**src/rtl/ili_bus_engine.sv**
```systemverilog
`default_nettype none
// ============================================================================
// ili_bus_engine : Avalon-MM slave running ILI93xx 8080-style 16-bit bus cycles
// Revision 1.0
// ============================================================================
module ili_bus_engine #(
  parameter int T_WRL = 2,
  parameter int T_WRH = 2,
  parameter int T_RDL = 8,
  parameter int T_RDH = 4
) (
  input  logic        clk,
  input  logic        reset_n,
  input  logic [1:0]  address,
  input  logic        chipselect,
  input  logic        write_n,
  input  logic        read_n,
  input  logic [15:0] writedata,
  output logic [15:0] readdata,
  output logic        waitrequest,
  output logic        lcd_cs_n,
  output logic        lcd_rs,
  output logic        lcd_wr_n,
  output logic        lcd_rd_n,
  output logic [15:0] lcd_data_out,
  output logic        lcd_data_oe,
  input  logic [15:0] lcd_data_in
);

  localparam logic [2:0] S_IDLE   = 3'd0;
  localparam logic [2:0] S_SETUP  = 3'd1;
  localparam logic [2:0] S_STROBE = 3'd2;
  localparam logic [2:0] S_HOLD   = 3'd3;
  localparam logic [2:0] S_DONE   = 3'd4;

  localparam logic [7:0] c_wrl = 8'(T_WRL - 1);
  localparam logic [7:0] c_wrh = 8'(T_WRH - 1);
  localparam logic [7:0] c_rdl = 8'(T_RDL - 1);
  localparam logic [7:0] c_rdh = 8'(T_RDH - 1);

  logic [2:0]  r_state;
  logic [2:0]  w_next;
  logic [7:0]  r_cnt;
  logic        r_op_write;

  logic        w_req;
  logic        w_req_write;
  logic        w_valid;
  logic        w_op_write;
  logic        w_bus_active;

  logic        w_cs_n_nxt;
  logic        w_rs_nxt;
  logic        w_wr_n_nxt;
  logic        w_rd_n_nxt;
  logic [15:0] w_data_nxt;
  logic        w_oe_nxt;
  logic [15:0] w_rdata_nxt;

  // Write strobe takes priority when both strobes are asserted.
  assign w_req       = chipselect & (~write_n | ~read_n);
  assign w_req_write = ~write_n;
  assign w_valid     = w_req_write ? (address[1] == 1'b0) : (address == 2'd2);
  assign w_op_write  = (r_state == S_IDLE) ? w_req_write : r_op_write;
  assign waitrequest = w_req & (r_state != S_DONE);

  always_ff @(posedge clk or negedge reset_n) begin
    if (!reset_n) begin
      r_state <= S_IDLE;
    end else begin
      r_state <= w_next;
    end
  end

  always_comb begin
    w_next = r_state;
    case (r_state)
      S_IDLE:   if (w_req) w_next = w_valid ? S_SETUP : S_DONE;
      S_SETUP:  w_next = S_STROBE;
      S_STROBE: if (r_cnt == 8'd0) w_next = S_HOLD;
      S_HOLD:   if (r_cnt == 8'd0) w_next = S_DONE;
      S_DONE:   w_next = S_IDLE;
      default:  w_next = S_IDLE;
    endcase
  end

  // Phase counter is loaded with T-1 on entry to each timed phase.
  always_ff @(posedge clk or negedge reset_n) begin
    if (!reset_n) begin
      r_cnt      <= 8'd0;
      r_op_write <= 1'b0;
    end else begin
      if (r_state == S_IDLE && w_req) r_op_write <= w_req_write;
      if (w_next == S_STROBE && r_state != S_STROBE)
        r_cnt <= r_op_write ? c_wrl : c_rdl;
      else if (w_next == S_HOLD && r_state != S_HOLD)
        r_cnt <= r_op_write ? c_wrh : c_rdh;
      else if (r_cnt != 8'd0)
        r_cnt <= r_cnt - 8'd1;
    end
  end

  // Next values of the registered outputs, derived from the upcoming state.
  always_comb begin
    w_bus_active = (w_next == S_SETUP) || (w_next == S_STROBE) || (w_next == S_HOLD);
    w_cs_n_nxt   = ~w_bus_active;
    w_wr_n_nxt   = ~((w_next == S_STROBE) &&  w_op_write);
    w_rd_n_nxt   = ~((w_next == S_STROBE) && !w_op_write);
    w_oe_nxt     = w_bus_active && w_op_write;
    w_rs_nxt     = lcd_rs;
    w_data_nxt   = lcd_data_out;
    w_rdata_nxt  = readdata;
    if (r_state == S_IDLE && w_next == S_SETUP) begin
      w_rs_nxt = (address != 2'd0);
      if (w_req_write) w_data_nxt = writedata;
    end
    if (r_state == S_STROBE && w_next == S_HOLD && !r_op_write)
      w_rdata_nxt = lcd_data_in;
    else if (r_state == S_IDLE && w_next == S_DONE && !w_req_write)
      w_rdata_nxt = 16'h0000;
  end

  always_ff @(posedge clk or negedge reset_n) begin
    if (!reset_n) begin
      lcd_cs_n     <= 1'b1;
      lcd_rs       <= 1'b1;
      lcd_wr_n     <= 1'b1;
      lcd_rd_n     <= 1'b1;
      lcd_data_out <= 16'h0000;
      lcd_data_oe  <= 1'b0;
      readdata     <= 16'h0000;
    end else begin
      lcd_cs_n     <= w_cs_n_nxt;
      lcd_rs       <= w_rs_nxt;
      lcd_wr_n     <= w_wr_n_nxt;
      lcd_rd_n     <= w_rd_n_nxt;
      lcd_data_out <= w_data_nxt;
      lcd_data_oe  <= w_oe_nxt;
      readdata     <= w_rdata_nxt;
    end
  end

endmodule
`default_nettype wire

```
**config.mk**
```make
export PLATFORM = sky130hd
export DESIGN_NAME = ili_bus_engine
export DESIGN_NICKNAME = d
export VERILOG_FILES = /design/src/rtl/ili_bus_engine.sv
export SDC_FILE = /design/constraint.sdc
export NUM_CORES = 1
export LEC_CHECK = 0
export ABC_AREA = 0
export BUFFER_PORTS_ARGS = -buffer_cell sky130_fd_sc_hd__clkbuf_2
export CAP_MARGIN = 20
export CORE_MARGIN = 5
export CORE_UTILIZATION = 40
export CTS_BUF_LIST = sky130_fd_sc_hd__clkbuf_4
export DETAILED_ROUTE_END_ITERATION = 6
export PLACE_DENSITY = 0.66
export SYNTH_ARGS = -nofsm -noshare
export SYNTH_HDL_FRONTEND = slang
export SYNTH_SLANG_ARGS = --single-unit
export TNS_END_PERCENT = 30
```
**constraint.sdc**
```tcl
create_clock -name clk -period 3.5 [get_ports clk]
set_input_delay 0.35 -clock clk [delete_from_list [all_inputs] [get_ports clk]]
set_output_delay 0.35 -clock clk [all_outputs]
set_load 0.02 [all_outputs]
```
==> impl_summary.txt <==
----------------------------------------------------
[CTS]
  Cts bufs inserted ... 5
  # Post-CTS Setup Buffers ... 0
  CTS tree ... built
  # resized after CTS ... 0
  Count of hold-fix buffers inserted at cts ... 0
  Clock tree root driver cell ... sky130_fd_sc_hd__clkbuf_4
  CTS H-Tree Depth ... 2
  Clock Latency Late Sink ... 0.35 ns
  Number of buffers on the longest clock path ... 2
  Sinks on Clock Net ... 49
  CTS clock-pin slew for the worst setup and hold paths ... 0.12 ns

[Die]
  Die area ... 7156 um^2
  I/O pin count ... 77
  Effective utilization at floorplan ... 40.67%
  Standard-cell row count ... 27
  X dimension of the die ... 84.60 um
  Core box area ... 5473 um^2
  Floorplan die height ... 84.60 um

[Logic synthesis]
  Biggest area consumer among synthesized cells ... sky130_fd_sc_hd__dfrtp_1
  Largest family of logic cells by synthesized area ... simple AND/OR/NAND/NOR gates
  Cell area after synthesis ... 2226 um^2
  Share of synthesized cell area in full adder, half adder and majority cells ... 0.5621%
  Number of different library cells in the post-synthesis netlist ... 42
  Cells after synthesis ... 204
  Share of Yosys cell area claimed by the top area cell type ... 50.59%
  Simple-gate area share of the yosys netlist ... 17.71%
  Mean instance size in the synthesized netlist ... 10.91 um^2
  Most used flip-flop cell after synthesis ... sky130_fd_sc_hd__dfrtp_1
  Post-synthesis sequential element count ... 49
  Share of synthesized area spent on multiplexers ... 10.68%
  Yosys warning count ... 0
  Share of synthesized flip-flops with an asynchronous set or reset ... 100.0%
  Part of the Yosys area used for sequential elements ... 55.31%
  Net count after synthesis ... 244
  Number of flops mapped to enable cells by yosys ... 0
  Top area cells in the synthesized netlist ... sky130_fd_sc_hd__dfrtp_1 (51%), sky130_fd_sc_hd__mux2_4 (6.7%), sky130_fd_sc_hd__nand2_1 (6.7%)
  Area fraction in compound gates after synthesis ... 10.57%
  Fraction of synthesized cell area in xor and xnor cells ... 1.180%

[Placed design]
  Number of instances in the placed design ... 344
  Number of input and output port buffers inserted ... 76
  Final estimated routing congestion in global placement ... 0.8396
  Worst slack after detailed placement ... 1.260 ns
  DP HPWL ... 3393 um
  Dpl cell area ... 2641 um^2

[Worst setup path]
  Endpoint of the worst-slack reg-to-reg timing path ... lcd_data_out[7]
  Worst Setup Path Type ... flop to flop
  Critical path capture point type ... flop
  Data arrival at the endpoint of the critical path ... 2.48 ns
  Largest fanout on the critical path ... 13
  Setup slack of the most critical reg-to-reg path ... 1.26 ns
  Setup crit start kind ... flop
  Worst Reg2Reg Path Length in Cells ... 5
  Reg2Reg Launch Point ... r_state[2]
  Data required time of the worst path ... 3.74 ns

[Pwr]
  Worst-case vdd ir drop ... 0.0003071 V
  Share of total power in the clock network ... 10.8%
  Sequential power share ... 44.2%
  Combinational share of power ... 45.0%
  Power density over the cells ... 869.4 nW/um^2
  Pint ... 1.378 mW
  P_leak ... 1.337 nW
  Net Sw Frac ... 41.26%
  Total net switching power ... 0.9680 mW

[Final layout]
  Post-synthesis to final-layout area growth ... 21.25%
  Post-route design area ... 2699 um^2
  Post-layout instance count excluding filler cells ... 352
  Total number of nets in the final design ... 319
  Filler Cell Count ... 538
  Antenna cell count ... 0
  Share of cells above drive strength 1 ... 40.71%

[STA]
  Min Hold Slack ... 0.01403 ns
  Setup repair after global routing missed its margin ... false
  Worst-case clock skew ... 0.009885 ns
  Highest clock rate ... 446.1 MHz
  Hold violation count in the final report ... 0
  Max-slew violation count ... 0
  Final worst path period share ... 64.05%
  Relative slew margins ... 53.86%
  Fin Setup TNS ... 0 ns
  Setup-violating endpoint count in the final report ... 0
  Time the final worst path needs with I/O delays and setup ... 2.242 ns
  Final worst-path setup slack ... 1.258 ns
  Slew at the pin with the worst max-slew slack ... 0.6864 ns

[Drt]
  Post-route DRC ... 0
  Routed vias/inst ... 4.866
  Number of detailed-routing iterations run before antenna repair ... 4
  Final routed wire length divided by cell count ... 12.69 um
  Number of violations reported at the end of detailed-routing iteration 0 ... 72
  Post-detailed-route count of antenna-violating nets ... 0
  Via count of the routed design ... 1,713
  Aggregate routed wire length ... 4467 um

[Run]
  Max Cap Viol ... 0

[Global routing]
  Antenna violations before repair ... 0
  Wire length of the first global-routing pass ... 7741 um
  Aggregate global-route resource usage ... 13.35%
  Pin count of the biggest net entering global routing ... 33
  Gr ovfl total ... 0
  Via count of the first global-routing pass ... 1,610

[Outcome]
  Status ... completed

[Hold path]
  Class of the most critical hold timing path ... input port to async pin

----------------------------------------------------
==> critical path, cell delays in order, from the launching register on <==
cell and delay (ns):
sky130_fd_sc_hd__dfrtp_1 0.53, sky130_fd_sc_hd__or3_4 0.40, sky130_fd_sc_hd__or2_4 0.29, sky130_fd_sc_hd__nor3_4 0.29, sky130_fd_sc_hd__buf_4 0.31, sky130_fd_sc_hd__mux2_4 0.32
==> synth_stat cells, types with 3 or more instances <==
| library cell | number |
|---|---|
| sky130_fd_sc_hd__dfstp_2 | 4 |
| sky130_fd_sc_hd__nand2b_1 | 3 |
| sky130_fd_sc_hd__a21oi_1 | 11 |
| sky130_fd_sc_hd__nor2_1 | 13 |
| sky130_fd_sc_hd__clkbuf_1 | 4 |
| sky130_fd_sc_hd__buf_2 | 4 |
| sky130_fd_sc_hd__inv_1 | 3 |
| sky130_fd_sc_hd__mux2_2 | 6 |
| sky130_fd_sc_hd__nand2_1 | 40 |
| sky130_fd_sc_hd__o21ai_0 | 19 |
| sky130_fd_sc_hd__mux2_4 | 10 |
| sky130_fd_sc_hd__nor2b_1 | 4 |
| sky130_fd_sc_hd__dfrtp_1 | 45 |
==> routing by layer <==
layer	vias up	track usage (%)	wire length [um]
met4	0	5.468	51
li1	850	-	-
met2	63	19.93	2013
met5	-	0	0
met3	5	4.416	358
met1	795	17.83	2044
==> placed cells by master (no fill, tap or decap), types with 2 or more instances in the layout <==
master                      n
sky130_fd_sc_hd__a211oi_1   2
sky130_fd_sc_hd__a21oi_1   11
sky130_fd_sc_hd__and2_1     2
sky130_fd_sc_hd__buf_4      3
sky130_fd_sc_hd__clkbuf_2  76
sky130_fd_sc_hd__clkbuf_4   7
sky130_fd_sc_hd__dfrtp_1   45
sky130_fd_sc_hd__dfstp_2    4
sky130_fd_sc_hd__inv_1      3
sky130_fd_sc_hd__mux2_2     6
sky130_fd_sc_hd__mux2_4    10
sky130_fd_sc_hd__mux2i_1    2
sky130_fd_sc_hd__nand2_1   40
sky130_fd_sc_hd__nand2b_1   3
sky130_fd_sc_hd__nor2_1    13
sky130_fd_sc_hd__nor2b_1    4
sky130_fd_sc_hd__nor3_1     2
sky130_fd_sc_hd__nor4_1     2
sky130_fd_sc_hd__o21ai_0   19
sky130_fd_sc_hd__o21ai_1    2
sky130_fd_sc_hd__o31ai_1    2
sky130_fd_sc_hd__xnor2_1    2
==> metrics by stage <==
step	total power, mW	utilization, %
after floorplan	1.773	-
after global placement	2.098	48.26
after detailed placement	2.120	48.26
after CTS	2.380	49.31
after global routing	2.540	49.31
final	2.346	49.31
==> worst max path at each step <==
stage                    start          endpoint  slack [ns]  cells after the start
floorplan           r_state[0]  lcd_data_out[10]        1.48                      6
global route        r_state[2]   lcd_data_out[9]        1.16                      5
global placement    r_state[1]   lcd_data_out[8]        1.30                      5
detailed placement  r_state[1]  lcd_data_out[14]        1.26                      5
finish              r_state[2]   lcd_data_out[7]        1.26                      5
CTS                 r_state[1]  lcd_data_out[11]        1.25                      5
==> power by group through the flow <==
stage	Clock, mW	Sequential [mW]	Combinational [mW]
after CTS	0.269	1.04	1.07
after global placement	0	1.04	1.05
after detailed placement	0	1.05	1.07
after global routing	0.291	1.08	1.17
after floorplan	0	1.27	0.499
final	0.253	1.04	1.06
==> flip-flops by register name, summed over array words and instances (netlist names), 3 cells and up <==
signal        cells
lcd_data_out     16
r_cnt             8
r_state           3
readdata         16
==> kinds of logic (layout without fill, tap and decap cells) <==
kind of cell    after synthesis  count (layout)
compound gates               41              41
xor+xnor                      3               3
fa+ha+maj                     1               1
buf+inv                      14              90
flops                        49              49
mux                          18              18
simple gates                 78              78
==> final cells by class <==
type	count	area [um^2]	share of cell area, %
Tap cell	72	90.09	3.338
Timing Repair Buffer	79	402.9	14.93
Sequential cell	49	1231	45.62
Multi-Input combinational cell	141	905.9	33.57
Clock buffer	7	52.55	1.947
Inverter	3	11.26	0.4172
Clock inverter	1	5.005	0.1854
(Power assumes the default switching activity.)
